## config.mk

```make
export PLATFORM = sky130hd
export DESIGN_NAME = alu_operand_stage
export DESIGN_NICKNAME = d
export VERILOG_FILES = /design/src/rtl/alu_operand_stage.sv
export SDC_FILE = /design/constraint.sdc
export NUM_CORES = 1
export LEC_CHECK = 0
export BUFFER_PORTS_ARGS = -buffer_cell sky130_fd_sc_hd__buf_4
export CORE_UTILIZATION = 47
export CTS_CLUSTER_SIZE = 20
export DETAILED_ROUTE_END_ITERATION = 10
export PLACE_DENSITY = 0.75
export SLEW_MARGIN = 20
export SYNTH_ARGS = -nofsm -noshare
export SYNTH_HDL_FRONTEND = slang
export SYNTH_SLANG_ARGS = --single-unit
```

## constraint.sdc

```tcl
create_clock -name clk -period 2.45 [get_ports clk]
set_input_delay 0.245 -clock clk [delete_from_list [all_inputs] [get_ports clk]]
set_output_delay 0.245 -clock clk [all_outputs]
set_load 0.005 [all_outputs]
```

## src/rtl/alu_operand_stage.sv

```systemverilog
// Operand-select / forwarding stage feeding the EX ALU.
// Main output register backed by a one-entry skid so in_ready is a pure flop.
module alu_operand_stage #(
    parameter int unsigned XLEN   = 32,
    parameter int unsigned FUNC_W = 4
) (
    input  logic              clk,
    input  logic              rst_n,
    input  logic              in_valid,
    output logic              in_ready,
    input  logic [XLEN-1:0]   in_rs1_data,
    input  logic [XLEN-1:0]   in_rs2_data,
    input  logic [XLEN-1:0]   in_imm,
    input  logic [XLEN-1:0]   in_pc,
    input  logic [1:0]        in_op1_sel,
    input  logic              in_op2_sel,
    input  logic [FUNC_W-1:0] in_alu_func,
    input  logic [4:0]        in_rs1,
    input  logic [4:0]        in_rs2,
    input  logic [4:0]        in_rd,
    input  logic              fwd_mem_en,
    input  logic [4:0]        fwd_mem_rd,
    input  logic [XLEN-1:0]   fwd_mem_data,
    input  logic              fwd_wb_en,
    input  logic [4:0]        fwd_wb_rd,
    input  logic [XLEN-1:0]   fwd_wb_data,
    input  logic              flush,
    output logic              out_valid,
    input  logic              out_ready,
    output logic [XLEN-1:0]   op1,
    output logic [XLEN-1:0]   op2,
    output logic [FUNC_W-1:0] ALU_func,
    output logic [4:0]        out_rd
);

    // ALU opcode for ADD in the shared opcode table
    localparam logic [FUNC_W-1:0] FUNC_ADD = FUNC_W'(3);

    logic              main_valid_q, main_valid_d;
    logic [XLEN-1:0]   op1_q, op1_d, op2_q, op2_d;
    logic [FUNC_W-1:0] func_q, func_d;
    logic [4:0]        rd_q, rd_d;

    logic              skid_valid_q, skid_valid_d;
    logic [XLEN-1:0]   skid_op1_q, skid_op1_d, skid_op2_q, skid_op2_d;
    logic [FUNC_W-1:0] skid_func_q, skid_func_d;
    logic [4:0]        skid_rd_q, skid_rd_d;

    logic              in_ready_q, in_ready_d;

    logic [XLEN-1:0]   rs1_fwd, rs2_fwd, beat_op1, beat_op2;
    logic              in_xfer, main_free;

    always_comb begin
        if (fwd_mem_en && fwd_mem_rd == in_rs1 && in_rs1 != 5'd0) begin
            rs1_fwd = fwd_mem_data;
        end else if (fwd_wb_en && fwd_wb_rd == in_rs1 && in_rs1 != 5'd0) begin
            rs1_fwd = fwd_wb_data;
        end else begin
            rs1_fwd = in_rs1_data;
        end

        if (fwd_mem_en && fwd_mem_rd == in_rs2 && in_rs2 != 5'd0) begin
            rs2_fwd = fwd_mem_data;
        end else if (fwd_wb_en && fwd_wb_rd == in_rs2 && in_rs2 != 5'd0) begin
            rs2_fwd = fwd_wb_data;
        end else begin
            rs2_fwd = in_rs2_data;
        end

        unique case (in_op1_sel)
            2'd0:    beat_op1 = rs1_fwd;
            2'd1:    beat_op1 = in_pc;
            default: beat_op1 = '0;
        endcase
        beat_op2 = in_op2_sel ? in_imm : rs2_fwd;
    end

    always_comb begin
        main_valid_d = main_valid_q;
        op1_d        = op1_q;
        op2_d        = op2_q;
        func_d       = func_q;
        rd_d         = rd_q;
        skid_valid_d = skid_valid_q;
        skid_op1_d   = skid_op1_q;
        skid_op2_d   = skid_op2_q;
        skid_func_d  = skid_func_q;
        skid_rd_d    = skid_rd_q;

        in_xfer   = in_valid & in_ready_q;
        main_free = ~main_valid_q | out_ready;

        if (main_free) begin
            if (skid_valid_q) begin
                // Older skid entry always moves up first to keep FIFO order
                main_valid_d = 1'b1;
                op1_d        = skid_op1_q;
                op2_d        = skid_op2_q;
                func_d       = skid_func_q;
                rd_d         = skid_rd_q;
                skid_valid_d = in_xfer;
                if (in_xfer) begin
                    skid_op1_d  = beat_op1;
                    skid_op2_d  = beat_op2;
                    skid_func_d = in_alu_func;
                    skid_rd_d   = in_rd;
                end
            end else begin
                main_valid_d = in_xfer;
                if (in_xfer) begin
                    op1_d  = beat_op1;
                    op2_d  = beat_op2;
                    func_d = in_alu_func;
                    rd_d   = in_rd;
                end
            end
        end else if (in_xfer) begin
            skid_valid_d = 1'b1;
            skid_op1_d   = beat_op1;
            skid_op2_d   = beat_op2;
            skid_func_d  = in_alu_func;
            skid_rd_d    = in_rd;
        end

        // Only valid bits are cleared; data may stay stale
        if (flush) begin
            main_valid_d = 1'b0;
            skid_valid_d = 1'b0;
        end

        in_ready_d = ~skid_valid_d;
    end

    always_ff @(posedge clk or negedge rst_n) begin
        if (!rst_n) begin
            main_valid_q <= 1'b0;
            op1_q        <= '0;
            op2_q        <= '0;
            func_q       <= FUNC_ADD;
            rd_q         <= '0;
            skid_valid_q <= 1'b0;
            skid_op1_q   <= '0;
            skid_op2_q   <= '0;
            skid_func_q  <= FUNC_ADD;
            skid_rd_q    <= '0;
            in_ready_q   <= 1'b1;
        end else begin
            main_valid_q <= main_valid_d;
            op1_q        <= op1_d;
            op2_q        <= op2_d;
            func_q       <= func_d;
            rd_q         <= rd_d;
            skid_valid_q <= skid_valid_d;
            skid_op1_q   <= skid_op1_d;
            skid_op2_q   <= skid_op2_d;
            skid_func_q  <= skid_func_d;
            skid_rd_q    <= skid_rd_d;
            in_ready_q   <= in_ready_d;
        end
    end

    assign in_ready  = in_ready_q;
    assign out_valid = main_valid_q;
    assign op1       = op1_q;
    assign op2       = op2_q;
    assign ALU_func  = func_q;
    assign out_rd    = rd_q;

endmodule

```

==> qor.txt, run 1 <==
Num CTS Buffers - 17
Critical path buffers and inverters - 1
Reg area - 3735 sq um
final antenna-violating net count - 0
Leakage - 4.861 nW
antenna violations before repair - 0
Yosys top cell by area - dfrtp_1
headroom to the max-slew limit - 38.92%
first-pass GRT wire length - 52.97 mm
global router's overall resource usage - 34.36%
reg2reg path depth - 5
total global routing overflow - 0
worst-margin pin slew - 916.2 ps
htree depth - 4
synth warn - 0
Hold Path Class - in2reg
Die ar. - 20,300 sq um
DP Worst Slack - 148.8 ps
pwr dens - 658.5 nW/um^2
max_cap viols - 0
later-pin clock latency in the skew report - 430 ps
worst vdd rail ir drop - 0.5791 mV
power share of the clock group - 32.5%
sw power - 2.704 mW
Post-Route Setup TNS - 0 ps
Initial Utilization - 47.81%
WP data arrival - 2240 ps
part of the cycle the worst path needs - 77.29%
die width - 142.5 microns
clk sinks - 149
Synth top area share - 38.85%
Int Power - 5.483 mW
Remaining DRCs - 0
port bufs - 305
PostCTS Resize Cnt - 0
fillers - 1,694
final setup vio count - 0
crit path cell chain - nand2_1 > a21oi_4 > buf_4 > o21ai_0 > a41oi_1
routed via count - 10,060
largest net degree at the start of global routing - 95
row count - 51
n_diodes - 0
syn nets - 1,301
post-CTS setup buffer count - 0
Die Ht - 142.5 microns
DPL Wire Length - 24.13 mm
First-pass DRT Iterations - 5
sequential share of the synthesized area - 40.27%
CTS clk-pin slew, worst paths - 80 ps
critical path peak fanout - 56
Final Instance Area - 12,430 sq um
share of cells above drive strength 1 - 31.06%
Vias per Instance - 6.345
sw frac - 33.03%
Logic pwr share - 26.5%
I/O Pins - 306
Yosys reg bits - 149
CP Data Required Time - 2800 ps
root cell of the clock tree - clkbuf_16
syn_area_per_cell - 8.668 sq um
CP Capture Type - register
vias in the first global route - 9,177
Max Transition Viols Final - 0
Synth Cell Area - 9275 sq um
min Tclk post-route - 1894 ps
Hold Crit Depth - 3
top cells by area, synth - dfrtp_1 (39%), or3_1 (6.5%), a21oi_1 (4.5%)
drt first-iter violations - 1,256
area of the multi-input gates - 5047 sq um
worst hold slack - 3.078 ps
core outline area - 19,400 sq um
status - completed
Area after DPL - 11,800 sq um
Fin Clk Skew - 8.582 ps
area delta synth->final - 34.06%
Critical Path Start Type - register
f_max - 528.1 MHz
Yosys cell types - 39
Mapped Cells - 1,070
Final Hold Fails - 0
Seq pwr share - 41.0%
critical path depth - 5
hold bufs inserted after CTS - 3
critical path class - reg2reg
R2R setup slack - 560 ps
drt wl/cell - 22.12 microns
routability cong. - 0.9120
Slowest cell on crit path - dfstp_2
delay-heaviest family, CP - compound AO/OA/AOI/OAI gates
TritonCTS clock tree - done
final wirelength - 35.07 mm
crit-path max cell delay - 530 ps
RSZ-0062 raised after global routing - false
Final nets - 1,538
final worst slack - 556.3 ps
Clock Path Buffers - 2
total power - 8.188 mW
[kinds of logic (layout without fill, tap and decap cells)]
family	Yosys count	count (layout)	synth area share (%)
AOI/OAI and AO/OA	384	384	30.33
and+or+nand+nor	384	384	20.84
DFF	149	149	40.27
buffers and inverters	126	376	5.895
xor gates and xnor gates	18	18	1.700
muxes	9	9	0.9713
[Yosys cell counts (all sizes together)]
master	instances
mux2i	9
dfrtp	144
a21o	1
nand2	101
xnor2	14
a311o	32
nor2	78
nand3b	32
o311ai	32
o31ai	32
o31a	32
inv	3
and2	3
o21ai	64
a41oi	40
nor4	1
o211ai	1
nor2b	2
clkbuf	94
or2	2
dfstp	5
or3	96
nand4	3
buf	29
nor3	64
a21oi	85
xor2	4
or4	2
a31oi	64
o211a	1
[registers in the layout (all words and copies together) (netlist names), 4 cells and up]
| register | cells |
|---|---|
| op1 | 32 |
| op2 | 32 |
| skid_op1_q | 32 |
| skid_op2_q | 32 |
| out_rd | 5 |
| skid_rd_q | 5 |
| ALU_func | 4 |
| skid_func_q | 4 |
[per-layer routing]
layer | global-route usage, % | share of wire, % | vias to the layer above
met2 | 52.40 | 45 | 589
met3 | 5.013 | 8.9 | 79
li1 | - | - | 4551
met1 | 48.44 | 42 | 4838
met4 | 14.88 | 3.6 | 0
met5 | 0 | 0 | -
[worst min-delay path, cell delays in order]
cell	delay [ps]
buf_4	80
nand2_1	40
nand2_1	50
[final timing paths]
| check | startpoint | endpoint |
|---|---|---|
| worst max-delay path | in_ready$_DFF_PN1_ | op1[23]$_DFFE_PN0P_ |
| worst min-delay path | in_rd[2] | skid_rd_q[2]$_DFFE_PN0P_ |
| worst max register to register | in_ready$_DFF_PN1_ | op1[23]$_DFFE_PN0P_ |
| worst min register to register | skid_func_q[1]$_DFFE_PN1P_ | skid_func_q[1]$_DFFE_PN1P_ |
| max in group asynchronous | rst_n | ALU_func[1]$_DFFE_PN1P_ |
| min in group asynchronous | rst_n | op1[1]$_DFFE_PN0P_ |
[through the flow]
| stage | std cells | utilization (%) |
|---|---|---|
| floorplan | 1070 | - |
| global placement | 1550 | 60.85 |
| detailed placement | 1550 | 60.85 |
| CTS | 1585 | 64.10 |
| global route | 1585 | 64.10 |
| finish | 1585 | 64.10 |
[cell type report]
type	instances	share of cell area, %
tap	265	2.667
clock buffer	17	3.421
sequential	149	30.04
timing repair buffer	341	21.79
clock inverter	15	1.409
multi-input combinational	795	40.59
inverter	3	0.09056
[power groups by stage]
| stage | Clock (mW) | Sequential, mW | Combinational [mW] |
|---|---|---|---|
| after floorplan | 0 | 3.33 | 1.06 |
| after global placement | 0 | 3.37 | 2.10 |
| after detailed placement | 0 | 3.39 | 2.14 |
| after CTS | 2.68 | 3.35 | 2.16 |
| after global routing | 2.78 | 3.41 | 2.37 |
| final | 2.66 | 3.36 | 2.17 |
[cells in the final DEF, fill, tap and decap left out, types with 34 or more instances in the layout]
master     n
buf_4    326
or3_1     96
nand2_1  101
a41oi_1   34
o21ai_0   64
a31oi_1   64
dfrtp_1  144
a21oi_1   82
nor3_1    64
nor2_1    76
Note: power is estimated with default switching activity, not from simulation.
==> inputs of run 2 (changes only) <==
- PLACE_DENSITY: 0.75 -> 0.78
- clock period: 2.45 -> 1.7 ns (I/O delays scaled with it)
==> qor.txt, run 2 (synthesis results as in run 1) <==
headroom to the max-slew limit - 57.28%
Final nets - 1,629
routability cong. - 0.9944
Vias per Instance - 6.370
Hold Path Origin - in_pc[23]
worst r2r dst - op1[18]$_DFFE_PN0P_
area delta synth->final - 50.68%
final worst slack - 24.92 ps
worst-margin pin slew - 635.8 ps
Die Ht - 142.5 microns
f_max - 597.0 MHz
Area after DPL - 13,000 sq um
drt first-iter violations - 1,166
commonest non-fill, non-tap cell in the layout - buf_4
port bufs - 305
Final Hold Fails - 0
First-pass DRT Iterations - 5
I/O Pins - 306
CP Data Required Time - 2050 ps
Hold Crit Depth - 3
worst vdd rail ir drop - 0.7570 mV
routed via count - 10,680
pwr dens - 880.2 nW/um^2
root cell of the clock tree - clkbuf_16
fin util - 72.05%
DP Worst Slack - -407.3 ps
first-pass GRT wire length - 56.12 mm
critical path peak fanout - 22
final antenna-violating net count - 0
later-pin clock latency in the skew report - 440 ps
hold endpoint - skid_op1_q[23]$_DFFE_PN0P_
vias in the first global route - 10,120
DPL Wire Length - 26.07 mm
reg2reg path depth - 6
Reg2Reg Launch Point - in_ready$_DFF_PN1_
antenna violations before repair - 0
CP Capture Type - register
area of the multi-input gates - 5559 sq um
min Tclk post-route - 1675 ps
status - completed
global router's overall resource usage - 36.23%
Remaining DRCs - 0
largest net degree at the start of global routing - 65
die width - 142.5 microns
max_cap viols - 0
final setup vio count - 0
R2R setup slack - 20 ps
part of the cycle the worst path needs - 98.53%
total global routing overflow - 0
total power - 12.30 mW
share of cells above drive strength 1 - 37.28%
CTS clk-pin slew, worst paths - 70 ps
TritonCTS clock tree - done
Clock Path Buffers - 2
Critical Path Start Type - input port
Leakage - 5.450 nW
drt wl/cell - 22.35 microns
most frequent cells in the layout - buf_4 (384), dfrtp_1 (144), nand2_1 (100)
htree depth - 4
Fin Clk Skew - 19.54 ps
Num CTS Buffers - 17
RSZ-0062 raised after global routing - true
critical path class - in2reg
clk sinks - 149
Die ar. - 20,300 sq um
WP data arrival - 2020 ps
Initial Utilization - 47.81%
Max Transition Viols Final - 0
fillers - 1,478
Reg area - 3735 sq um
Hold Path Class - in2reg
core outline area - 19,400 sq um
Final Instance Area - 13,980 sq um
row count - 51
final wirelength - 37.48 mm
worst hold slack - 26.87 ps
==> run 2: changes by cell type in the layout (fill, tap and decap cells not counted), sizes merged <==
cell	delta
buf	+78
dlygate4sd3	+8
clkbuf	+5
bufbuf	+1
clkinvlp	-1
bufinv	+1
inv	-1
diode	+1
==> run 2: cell type report <==
class	count	share of cell area, %
antenna	1	0.01791
clock buffer	18	3.071
clock inverter	14	1.137
inverter	3	0.08057
multi-input combinational	795	39.78
sequential	149	26.72
tap	265	2.372
timing repair buffer	432	26.82
==> run 2: routing by layer <==
metal | routed length (microns) | vias to the layer above | share of wire [%] | GRT usage (%)
met4 | 1632 | 0 | 4.4 | 15.96
met3 | 3953 | 117 | 11 | 8.345
met5 | 0 | - | 0 | 0
met2 | 16830 | 714 | 45 | 54.18
met1 | 15070 | 5110 | 40 | 49.95
li1 | - | 4742 | - | -
==> run 2: through the flow <==
step           std cells  setup TNS [ps]
6_report            1677               0
5_1_grt             1676          -120.9
4_1_cts             1664               0
3_5_place_dp        1619          -41340
3_3_place_gp        1619          -38540
2_1_floorplan       1070          -15740
==> run 2: worst max path at each step <==
stage                             from                         end  slack, ps  cells after the start
floorplan                    in_rs1[4]         op1[12]$_DFFE_PN0P_       -160                      6
global placement             in_rs2[0]  skid_op2_q[24]$_DFFE_PN0P_       -390                      8
detailed placement           in_rs1[0]          op1[9]$_DFFE_PN0P_       -410                     10
CTS                          in_rs2[0]         op2[20]$_DFFE_PN0P_         10                      8
global route        in_ready$_DFF_PN1_         op1[21]$_DFFE_PN0P_        -20                      7
finish                       in_rs2[0]  skid_op2_q[30]$_DFFE_PN0P_         20                      8
==> run 2: critical path, cell delays in order <==
cell      delay (ps)
buf_4            120
or4_4            560
o211ai_2         160
buf_4            160
buf_12           160
nor3_1            60
a311o_1          390
a31oi_2          230
==> run 2: timing repair <==
action / in CTS / in global routing
pin swaps: 1 / 6
endpoints found under the hold margin: 53 / 0
gates cloned: 1 / 4
setup buffers: 1 / 8
resized for setup: 0 / 14
endpoints found under the setup margin: 1 / 45
hold buffers: 11 / 0
==> run 2: where the power goes <==
part	leakage, nW	total, mW	internal [mW]	switching [mW]
sequential	1.71	4.87	4.39	0.483
clock	0.289	3.86	2.09	1.77
combinational	3.45	3.57	1.83	1.75
==> inputs of run 3 (changes only) <==
- clock period: 1.7 -> 1.4 ns (I/O delays scaled with it)
==> qor.txt, run 3 (synthesis results as in run 1) <==
worst-margin pin slew - 875.8 ps
crit path cell chain - buf_4 > buf_4 > xnor2_2 > nand4_1 > buf_6 > buf_12 > buf_12 > nor3_1 > o311ai_4 > a41oi_2
crit-path max cell delay - 710 ps
final worst slack - -522.6 ps
Post-Route Setup TNS - -29,280 ps
TritonCTS clock tree - done
fillers - 1,055
htree depth - 4
Critical Path Start Type - input port
Num CTS Buffers - 17
min Tclk post-route - 1923 ps
I/O Pins - 306
DPL Wire Length - 28.49 mm
failing checks - setup timing
Die Ht - 142.5 microns
Hold Path Class - in2reg
routability cong. - 0.9644
drt first-iter violations - 1,731
antenna violations before repair - 4
Leakage - 6.238 nW
commonest non-fill, non-tap cell in the layout - buf_4
DP Worst Slack - -708.0 ps
WP data arrival - 2270 ps
Max Transition Viols Final - 0
pwr dens - 1025 nW/um^2
Final nets - 1,722
clk sinks - 149
Critical path buffers and inverters - 5
root cell of the clock tree - clkbuf_16
Initial Utilization - 47.81%
CP Data Required Time - 1750 ps
largest net degree at the start of global routing - 57
share of cells above drive strength 1 - 47.37%
total power - 16.40 mW
most frequent cells in the layout - buf_4 (400), dfrtp_1 (143), or3_1 (93)
critical path peak fanout - 17
CTS clk-pin slew, worst paths - 70 ps
Clock Path Buffers - 2
delay-heaviest family, CP - simple AND/OR/NAND/NOR gates
headroom to the max-slew limit - 41.16%
core outline area - 19,400 sq um
Vias per Instance - 7.090
global router's overall resource usage - 43.51%
max_cap viols - 0
First-pass DRT Iterations - 9
area delta synth->final - 72.52%
Final Hold Fails - 0
final antenna-violating net count - 0
Slowest cell on crit path - nor3_1
Remaining DRCs - 0
Fin Clk Skew - 12.64 ps
part of the cycle the worst path needs - 137.3%
drt wl/cell - 28.93 microns
Die ar. - 20,300 sq um
port bufs - 305
vias in the first global route - 11,460
first-pass GRT wire length - 66.04 mm
worst vdd rail ir drop - 1.024 mV
die width - 142.5 microns
later-pin clock latency in the skew report - 440 ps
RSZ-0062 raised after global routing - true
critical path class - in2reg
f_max - 520.1 MHz
final wirelength - 51.26 mm
routed via count - 12,560
row count - 51
final setup vio count - 148
total global routing overflow - 0
CP Capture Type - register
status - finished, violations left
-- run 3: final cells by class --
class,instances,area (sq um),share of cell area [%]
flip-flops and latches,149,3736,23.35
inverters,3,11.26,0.07037
diodes,4,10.01,0.06255
clock buffers,20,446.7,2.791
repair buffers,524,5131,32.07
clock inverters,11,126.4,0.7897
well taps,265,331.6,2.072
multi-input cells,796,6208,38.80
-- run 3: final timing paths --
check	endpoint	slack [ps]	depth (start not counted)	start
max reg2reg	op2[16]$_DFFE_PN0P_	-340	8	in_ready$_DFF_PN1_
max in group asynchronous	skid_op1_q[3]$_DFFE_PN0P_	680	3	rst_n
min in group asynchronous	skid_rd_q[4]$_DFFE_PN0P_	100	2	rst_n
min reg2reg	skid_func_q[1]$_DFFE_PN1P_	470	2	skid_func_q[1]$_DFFE_PN1P_
min	skid_op2_q[3]$_DFFE_PN0P_	0.4	3	in_imm[3]
max	op1[22]$_DFFE_PN0P_	-520	10	in_rs1[4]
-- run 3: layer usage --
| metal | track usage, % | share of wire, % | vias to the layer above |
|---|---|---|---|
| met4 | 25.98 | 9.9 | 0 |
| li1 | - | - | 4945 |
| met1 | 52.78 | 33 | 5859 |
| met3 | 10.43 | 14 | 437 |
| met5 | 0 | 0 | - |
| met2 | 70.25 | 43 | 1323 |
-- run 3: repair_timing --
action                                  4_1_cts  5_1_grt
hold endpoints to repair                    167        0
endpoints found under the setup margin      148      148
pin swaps                                    57       69
hold buffers                                 22        0
gates cloned                                 13       12
gates resized for setup                     100      141
buffers inserted                             10       21
-- run 3: where the power goes --
part,internal (mW),leakage (nW),switching [mW]
clock network,2.67,0.281,1.97
registers,5.34,1.71,0.791
logic,2.83,4.24,2.81
total,10.8,6.24,5.57
-- run 3: worst reg2reg max path, delay by kind of cell, from the launching register on --
| family | cells | cell delay, ps |
|---|---|---|
| flip-flops | 1 | 560 |
| buffers and inverters | 4 | 530 |
| AO/OA/AOI/OAI | 3 | 470 |
| AND/OR/NAND/NOR | 1 | 80 |
-- run 3: metrics by stage --
| stage | instance area [sq um] | instances | util [%] | hold slack, ps |
|---|---|---|---|---|
| 2_1_floorplan | 9833 | 1070 | - | -155.6 |
| 3_3_place_gp | 13430 | 1663 | 69.23 | -4.332 |
| 3_5_place_dp | 13430 | 1663 | 69.23 | -1.809 |
| 4_1_cts | 15040 | 1739 | 77.52 | 1.447 |
| 5_1_grt | 16000 | 1772 | 82.49 | 8.209 |
| 6_report | 16000 | 1772 | 82.49 | 0.3924 |
